`config.mk`:
```
export PLATFORM = sky130hd
export DESIGN_NAME = exu_issuer
export DESIGN_NICKNAME = d
export VERILOG_FILES = /design/src/rtl/exu_pkg.sv /design/src/rtl/exu_sig_check.sv /design/src/rtl/exu_issuer.sv
export SDC_FILE = /design/constraint.sdc
export NUM_CORES = 1
export LEC_CHECK = 0
export ABC_CLOCK_PERIOD_IN_PS = 2260
export BUFFER_PORTS_ARGS = -buffer_cell sky130_fd_sc_hd__buf_2
export CAP_MARGIN = 40
export CORE_UTILIZATION = 47
export DETAILED_ROUTE_END_ITERATION = 8
export HOLD_SLACK_MARGIN = 0.08
export PLACE_DENSITY = 0.8
export SLEW_MARGIN = 40
export SYNTH_ARGS = -nofsm -noshare
export SYNTH_HDL_FRONTEND = slang
export SYNTH_SLANG_ARGS = --single-unit
```
`constraint.sdc`:
```
create_clock -name clk -period 2.26 [get_ports clk]
set_input_delay 0.452 -clock clk [delete_from_list [all_inputs] [get_ports clk]]
set_output_delay 0.452 -clock clk [all_outputs]
set_load 0.005 [all_outputs]
```
`src/rtl/exu_pkg.sv`:
```
// Shared definitions for the execution-unit issuer: op-select bit positions,
// writeback exception codes and the issuer FSM state encoding.
package exu_pkg;
    localparam int SIG_W     = 20;

    localparam int OP_MUL    = 0;
    localparam int OP_MULH   = 1;
    localparam int OP_MULHSU = 2;
    localparam int OP_MULHU  = 3;
    localparam int OP_DIV    = 4;
    localparam int OP_DIVU   = 5;
    localparam int OP_REM    = 6;
    localparam int OP_REMU   = 7;
    localparam int OP_FADD   = 8;
    localparam int OP_FSUB   = 9;
    localparam int OP_FMUL   = 10;
    localparam int OP_FDIV   = 11;
    localparam int OP_FSQRT  = 12;
    localparam int OP_FMIN   = 13;
    localparam int OP_FMAX   = 14;
    localparam int OP_FSGNJ  = 15;
    localparam int OP_FSGNJN = 16;
    localparam int OP_LAST   = OP_FSGNJN;

    localparam logic [2:0] EXC_NONE    = 3'd0;
    localparam logic [2:0] EXC_ILLEGAL = 3'd6;
    localparam logic [2:0] EXC_TIMEOUT = 3'd7;

    typedef enum logic [2:0] {
        S_IDLE,
        S_ISSUE,
        S_WAIT,
        S_DRAIN,
        S_RESP
    } state_t;
endpackage

```
`src/rtl/exu_sig_check.sv`:
```
// Op-select legality: exactly one defined op bit set, reserved bits clear.
module exu_sig_check
    import exu_pkg::*;
(
    input  logic [SIG_W-1:0] i_sig,
    output logic             o_legal
);
    localparam int OW = OP_LAST + 1;

    logic [OW-1:0] w_ops;
    logic          w_rsvd_clr;
    logic          w_one_hot;

    assign w_ops      = i_sig[OW-1:0];
    assign w_rsvd_clr = (i_sig[SIG_W-1:OW] == '0);
    // clearing the lowest set bit leaves nothing only for a single set bit
    assign w_one_hot  = (w_ops != '0) && ((w_ops & (w_ops - OW'(1))) == '0);
    assign o_legal    = w_rsvd_clr && w_one_hot;
endmodule

```
`src/rtl/exu_issuer.sv`:
```
// Single-op issuer between the core and a variable-latency execution unit,
// with illegal-op rejection, flush/drain handling and a response timeout.
module exu_issuer
    import exu_pkg::*;
#(
    parameter int TIMEOUT = 100
) (
    input  logic             clk,
    input  logic             rstn,
    input  logic             req_valid,
    output logic             req_ready,
    input  logic [SIG_W-1:0] req_sig,
    input  logic [31:0]      req_src1,
    input  logic [31:0]      req_src2,
    input  logic [5:0]       req_rd,
    input  logic             flush,
    output logic [SIG_W-1:0] ex_sig,
    output logic [31:0]      ex_src1,
    output logic [31:0]      ex_src2,
    output logic             ex_out_valid,
    input  logic [31:0]      ex_result,
    input  logic [2:0]       ex_exception,
    input  logic             ex_in_valid,
    output logic             wb_valid,
    output logic [5:0]       wb_rd,
    output logic [31:0]      wb_data,
    output logic [2:0]       wb_exception,
    output logic [7:0]       stray_cnt
);
    localparam int CW = $clog2(TIMEOUT + 1);

    state_t           r_state, w_next;
    logic [SIG_W-1:0] r_sig;
    logic [31:0]      r_src1, r_src2, r_wb_data;
    logic [5:0]       r_rd, r_wb_rd;
    logic [2:0]       r_wb_exc;
    logic [CW-1:0]    r_cnt;
    logic [7:0]       r_stray;

    logic             w_legal, w_accept, w_timeout;
    logic             w_cnt_clr, w_cnt_inc, w_wb_load, w_stray;
    logic [31:0]      w_wb_data;
    logic [2:0]       w_wb_exc;
    logic [5:0]       w_wb_rd;

    exu_sig_check u_sig_check (
        .i_sig   (req_sig),
        .o_legal (w_legal)
    );

    assign w_timeout    = (r_cnt >= CW'(TIMEOUT - 1));
    assign ex_sig       = r_sig;
    assign ex_src1      = r_src1;
    assign ex_src2      = r_src2;
    assign wb_rd        = r_wb_rd;
    assign wb_data      = r_wb_data;
    assign wb_exception = r_wb_exc;
    assign stray_cnt    = r_stray;

    always_ff @(posedge clk) begin
        if (!rstn) r_state <= S_IDLE;
        else       r_state <= w_next;
    end

    always_comb begin
        w_next       = r_state;
        w_accept     = 1'b0;
        w_cnt_clr    = 1'b0;
        w_cnt_inc    = 1'b0;
        w_wb_load    = 1'b0;
        w_wb_data    = '0;
        w_wb_exc     = EXC_NONE;
        w_wb_rd      = r_rd;
        w_stray      = 1'b0;
        req_ready    = 1'b0;
        ex_out_valid = 1'b0;
        wb_valid     = 1'b0;
        case (r_state)
            S_IDLE: begin
                req_ready = !flush;
                w_stray   = ex_in_valid;
                w_accept  = req_valid && !flush;
                if (w_accept) begin
                    if (w_legal) begin
                        w_next = S_ISSUE;
                    end else begin
                        w_next    = S_RESP;
                        w_wb_load = 1'b1;
                        w_wb_exc  = EXC_ILLEGAL;
                        w_wb_rd   = req_rd;
                    end
                end
            end
            S_ISSUE: begin
                ex_out_valid = 1'b1;
                w_stray      = ex_in_valid;
                w_cnt_clr    = 1'b1;
                w_next       = flush ? S_DRAIN : S_WAIT;
            end
            S_WAIT: begin
                // a flush kills the op even when the result lands the same cycle
                if (ex_in_valid && flush) begin
                    w_next = S_IDLE;
                end else if (ex_in_valid) begin
                    w_next    = S_RESP;
                    w_wb_load = 1'b1;
                    w_wb_data = ex_result;
                    w_wb_exc  = ex_exception;
                end else if (flush) begin
                    w_next    = S_DRAIN;
                    w_cnt_inc = 1'b1;
                end else if (w_timeout) begin
                    w_next    = S_RESP;
                    w_wb_load = 1'b1;
                    w_wb_exc  = EXC_TIMEOUT;
                end else begin
                    w_cnt_inc = 1'b1;
                end
            end
            S_DRAIN: begin
                if (ex_in_valid || w_timeout) w_next = S_IDLE;
                else                          w_cnt_inc = 1'b1;
            end
            S_RESP: begin
                wb_valid = 1'b1;
                w_stray  = ex_in_valid;
                w_next   = S_IDLE;
            end
            default: w_next = S_IDLE;
        endcase
    end

    always_ff @(posedge clk) begin
        if (!rstn) begin
            r_sig     <= '0;
            r_src1    <= '0;
            r_src2    <= '0;
            r_rd      <= '0;
            r_cnt     <= '0;
            r_wb_data <= '0;
            r_wb_exc  <= EXC_NONE;
            r_wb_rd   <= '0;
            r_stray   <= '0;
        end else begin
            if (w_accept) begin
                r_sig  <= req_sig;
                r_src1 <= req_src1;
                r_src2 <= req_src2;
                r_rd   <= req_rd;
            end
            if (w_cnt_clr)      r_cnt <= '0;
            else if (w_cnt_inc) r_cnt <= r_cnt + CW'(1);
            if (w_wb_load) begin
                r_wb_data <= w_wb_data;
                r_wb_exc  <= w_wb_exc;
                r_wb_rd   <= w_wb_rd;
            end
            if (w_stray && (r_stray != 8'hFF)) r_stray <= r_stray + 8'd1;
        end
    end
endmodule

```
==> impl_results.md <==
- Post-synthesis share of cell area spent on full adders, half adders and majority gates: 0.582%
- Antenna Diode Count: 0
- CP startpoint kind: register
- Maximum clock rate: 0.503 GHz
- Final worst-path cycle share: 88.0%
- Max-capacitance violation count: 0
- Multi-input logic area: 2780 sq um
- Total negative slack for setup checks: 0 ns
- Width of the chip: 115 um
- VDD IR-drop max: approximately 0.00065 V
- Routed vias/inst: a little over 5
- Wire length of the first global-routing pass: 24,600 um
- Power density over the cells: 747 nW/um^2
- Vias after detailed routing: 5,825
- Clock network latency to the later pin of the worst-skew pair: between 0.4 and 0.5 ns
- Async set or reset register ratio after synthesis: 0%
- Top Ports: 266
- Switching part of the total: a little under a quarter
- Total number of H-tree levels: 4
- Hold path endpoint: wb_data[15]
- Synth Area per Inst: 8.26 sq um
- GRT Residual Overflow: 0
- Cells traversed along the worst timing path: ha_1 -> nor4_2 -> a21oi_2 -> o21a_1 -> mux2i_1 -> a221oi_2
- Remaining max-slew budget at the tightest pin: roughly two thirds
- Outcome: completed
- Clock Sink Count: 149
- Data arrival time at the worst-slack endpoint: 2.32 ns
- Reg-to-reg endpoint: wb_rd[2]
- Biggest fanout along the worst timing path: 8
- Proportion of layout cells with a drive suffix above 1: 37.2%
- DIE AREA: between 10,000 and 15,000 sq um
- Buf/Inv on CP: 0
- Cell area reported after detailed placement: ~7500 sq um
- Largest family of logic cells by synthesized area: simple AND/OR/NAND/NOR gates
- Number of synthesized register bits: about 150
- Port buffer count: 265
- Resized cells post-CTS: 0
- Hold Startpoint: ex_result[15]
- Combinational cell fraction of total power: 9.0%
- Post-route cell area: 8080 sq um
- Yosys top cell by area: sky130_fd_sc_hd__dfxtp_1
- Final worst setup slack: 0.272 ns
- DRT antenna net count: 0
- Number of nets in the layout: 1,108
- Count leader, synth: sky130_fd_sc_hd__nand2_1
- Met3 GRT Util: 8.33%
- Predominant post-synthesis flop cell: sky130_fd_sc_hd__dfxtp_1
- FF+latch area: 2980 sq um
- Synthesized instance count: 728
- Transition time at the pin with the least slew margin: between 0.5 and 0.6 ns
- Most numerous cell types in the synthesized netlist: sky130_fd_sc_hd__nand2_1, sky130_fd_sc_hd__dfxtp_1, sky130_fd_sc_hd__a21oi_1, sky130_fd_sc_hd__nand3_1, sky130_fd_sc_hd__clkbuf_1
- Wire length after detailed routing: approximately 16,000 um
- Start-to-end type of the worst setup path: reg -> reg
- Clock-pin slew on the worst setup and hold paths: approximately 0.060 ns
- Global-route usage over all layers: 23.9%
- Count of unique library cells instantiated by Yosys: 51
- Die H: 115 um
- R2R Setup Slk: 0.27 ns
- Final Slew Violations: 0
- Clock power frac: 45.3%
- Internal: 0.00460 W
- WP data required: 2.59 ns
- Sequential element share of the synthesized area: 49.6%
- Effective utilization at floorplan: between 40% and 50%
- Antenna violations before repair: 1
- Portion of netlist area occupied by mux cells: approximately 1.5%
- Maximum number of pins on one net before global-route repair: 109
- Net switching power figure: 0.00144 W
- Count of endpoints failing hold in the final timing report: 0
- Share of the core filled with cells: 65.9%
- Fill count: between 1,000 and 1,500
- Top cell family by delay on the critical path: compound AO/OA/AOI/OAI gates
- Synthesis-to-layout area growth: 34.3%
- GR Util met2: 39.0%
- Warning count from the yosys run: 0
- Critical path's largest stage delay: 0.45 ns
- Residual DRC: 0
- Area fraction in compound gates after synthesis: 18.3%
- Source of the worst register-to-register timing path: r_cnt[0]
- Total leakage power: 3.64 nW
- Hold-fix buffers, CTS: 0
- Share of synthesized cell area in and, or, nand and nor gates: 24.1%
- TritonCTS clock tree: built
- Synthesized net count: 860
- Dpl ws: -0.0317 ns
- Top cells by area, synth: sky130_fd_sc_hd__dfxtp_1, sky130_fd_sc_hd__nand2_1, sky130_fd_sc_hd__a21oi_1, sky130_fd_sc_hd__o21ai_2, sky130_fd_sc_hd__nand3_1
- Initial detailed-routing violation count: 475
- Core Box Area: 12,300 sq um
- Root buffer selected by CTS: sky130_fd_sc_hd__clkbuf_16
- Tmin final: 1.99 ns
- Critical path capture point type: register
- Share of the synthesized area in the top cell type: 49.6%
- Half-perimeter wire length after placement: 11,000 um
- Clock tree skew after final layout: 0.00734 ns
- Number of global-route vias before repair: 5,100
- Proportion of power drawn by flip-flops and latches: between 40% and 50%
- Routed WL per cell: 13.7 um
- Number of buffers inserted to repair setup after CTS: 0
- Library cell contributing the largest single delay on the critical path: sky130_fd_sc_hd__o21a_1
- Most Crowded Layer GR: met2
- Global placer's final weighted congestion: 0.903
- First-pass DRT Iterations: 4
- Worst hold path stage count: 3
- Num rows: 40
- Min-delay worst type: in -> reg
- Maximum clock path buffer count: 2
- Synthesized cell area: 6010 sq um
- Met1 usage in global routing: between 20% and 30%
- RSZ-0062 raised after global routing: false
- Setup-violating endpoint count in the final report: 0
- Cells on worst reg2reg path: 6
- CTS buffer count: 17
- XOR/XNOR Fraction of Synth Area: 1.60%
- Number of enable-type register cells in the synthesized netlist: 0
## power by group through the flow
stage | logic, W | clock network [W] | registers (W)
2_1_floorplan | 0.000249 | 0 | 0.00282
3_3_place_gp | 0.000540 | 0 | 0.00281
3_5_place_dp | 0.000546 | 0 | 0.00282
4_1_cts | 0.000549 | 0.00278 | 0.00276
5_1_grt | 0.000605 | 0.00289 | 0.00277
6_report | 0.000545 | 0.00273 | 0.00276
## worst max path at each step
| stage | start | end | slack [ns] | depth (start not counted) |
|---|---|---|---|---|
| after floorplan | req_sig[8] | wb_rd[0] | 0.28 | 7 |
| after global placement | req_sig[8] | wb_rd[0] | 0.03 | 8 |
| after detailed placement | req_sig[8] | wb_rd[5] | -0.03 | 8 |
| after CTS | r_cnt[0] | wb_rd[2] | 0.26 | 6 |
| after global routing | r_cnt[0] | wb_rd[3] | 0.1 | 6 |
| final | r_cnt[0] | wb_rd[2] | 0.27 | 6 |
## placed cells by master (no fill, tap or decap), types with 3 or more instances in the layout
cell / synthesis / routed
sky130_fd_sc_hd__dfxtp_1: 149 / 149
sky130_fd_sc_hd__buf_12: 0 / 5
sky130_fd_sc_hd__buf_2: 12 / 265
sky130_fd_sc_hd__nor2_1: 29 / 29
sky130_fd_sc_hd__nor4_2: 3 / 3
sky130_fd_sc_hd__a221oi_2: 6 / 6
sky130_fd_sc_hd__nand3_1: 34 / 34
sky130_fd_sc_hd__xor2_1: 9 / 9
sky130_fd_sc_hd__nor3_1: 7 / 7
sky130_fd_sc_hd__and3_1: 4 / 4
sky130_fd_sc_hd__clkinv_2: 0 / 7
sky130_fd_sc_hd__nand4_1: 7 / 7
sky130_fd_sc_hd__o21ai_0: 7 / 7
sky130_fd_sc_hd__inv_1: 4 / 4
sky130_fd_sc_hd__buf_4: 2 / 10
sky130_fd_sc_hd__a211oi_1: 3 / 3
sky130_fd_sc_hd__clkbuf_16: 0 / 17
sky130_fd_sc_hd__mux2i_1: 9 / 9
sky130_fd_sc_hd__nor3b_1: 3 / 3
sky130_fd_sc_hd__o21ai_2: 30 / 31
sky130_fd_sc_hd__a21oi_1: 101 / 101
sky130_fd_sc_hd__nand2_1: 223 / 222
sky130_fd_sc_hd__nand2b_1: 4 / 4
sky130_fd_sc_hd__or3_1: 7 / 7
sky130_fd_sc_hd__clkinvlp_4: 0 / 5
## metal layers
metal | wire, um | up-vias
li1 | - | 2948
met1 | 6780 | 2621
met2 | 7460 | 216
met3 | 1200 | 38
met4 | 408 | 2
met5 | 10 | -
## through the flow
stage | hold slack [ns] | total power [W] | cells
6_report | 0.227 | 0.00604 | 1157
3_5_place_dp | 0.443 | 0.00336 | 1125
4_1_cts | 0.206 | 0.00609 | 1157
3_3_place_gp | 0.439 | 0.00335 | 1125
5_1_grt | 0.205 | 0.00627 | 1157
2_1_floorplan | 0.436 | 0.00307 | 728
## kinds of logic after synthesis
kind of cell	count (synthesis)
buffers and inverters	57
AND/OR/NAND/NOR	332
AO/OA/AOI/OAI	167
flip-flops	149
adder cells (fa/ha/maj)	3
XOR/XNOR	11
multiplexers	9
## tightest hold or removal path, cell delays in order
cell and delay, ns:
sky130_fd_sc_hd__buf_2 0.07, sky130_fd_sc_hd__nand2_1 0.05, sky130_fd_sc_hd__o21ai_2 0.04
## final cells by class
cell class              count  area share, %
clock inverters            14           1.69
inverters                   6          0.294
well taps                 168           2.60
multi-input cells         522           34.5
flip-flops and latches    149           36.9
clock buffers              18           5.44
repair buffers            280           18.6
## state kept, by name, indices dropped and copies added (netlist names)
signal / count
ex_src1: 32
ex_src2: 32
wb_data: 32
ex_sig: 20
stray_cnt: 8
r_cnt: 7
r_rd: 6
wb_rd: 6
r_state: 3
wb_exception: 3
(Power assumes the default switching activity.)
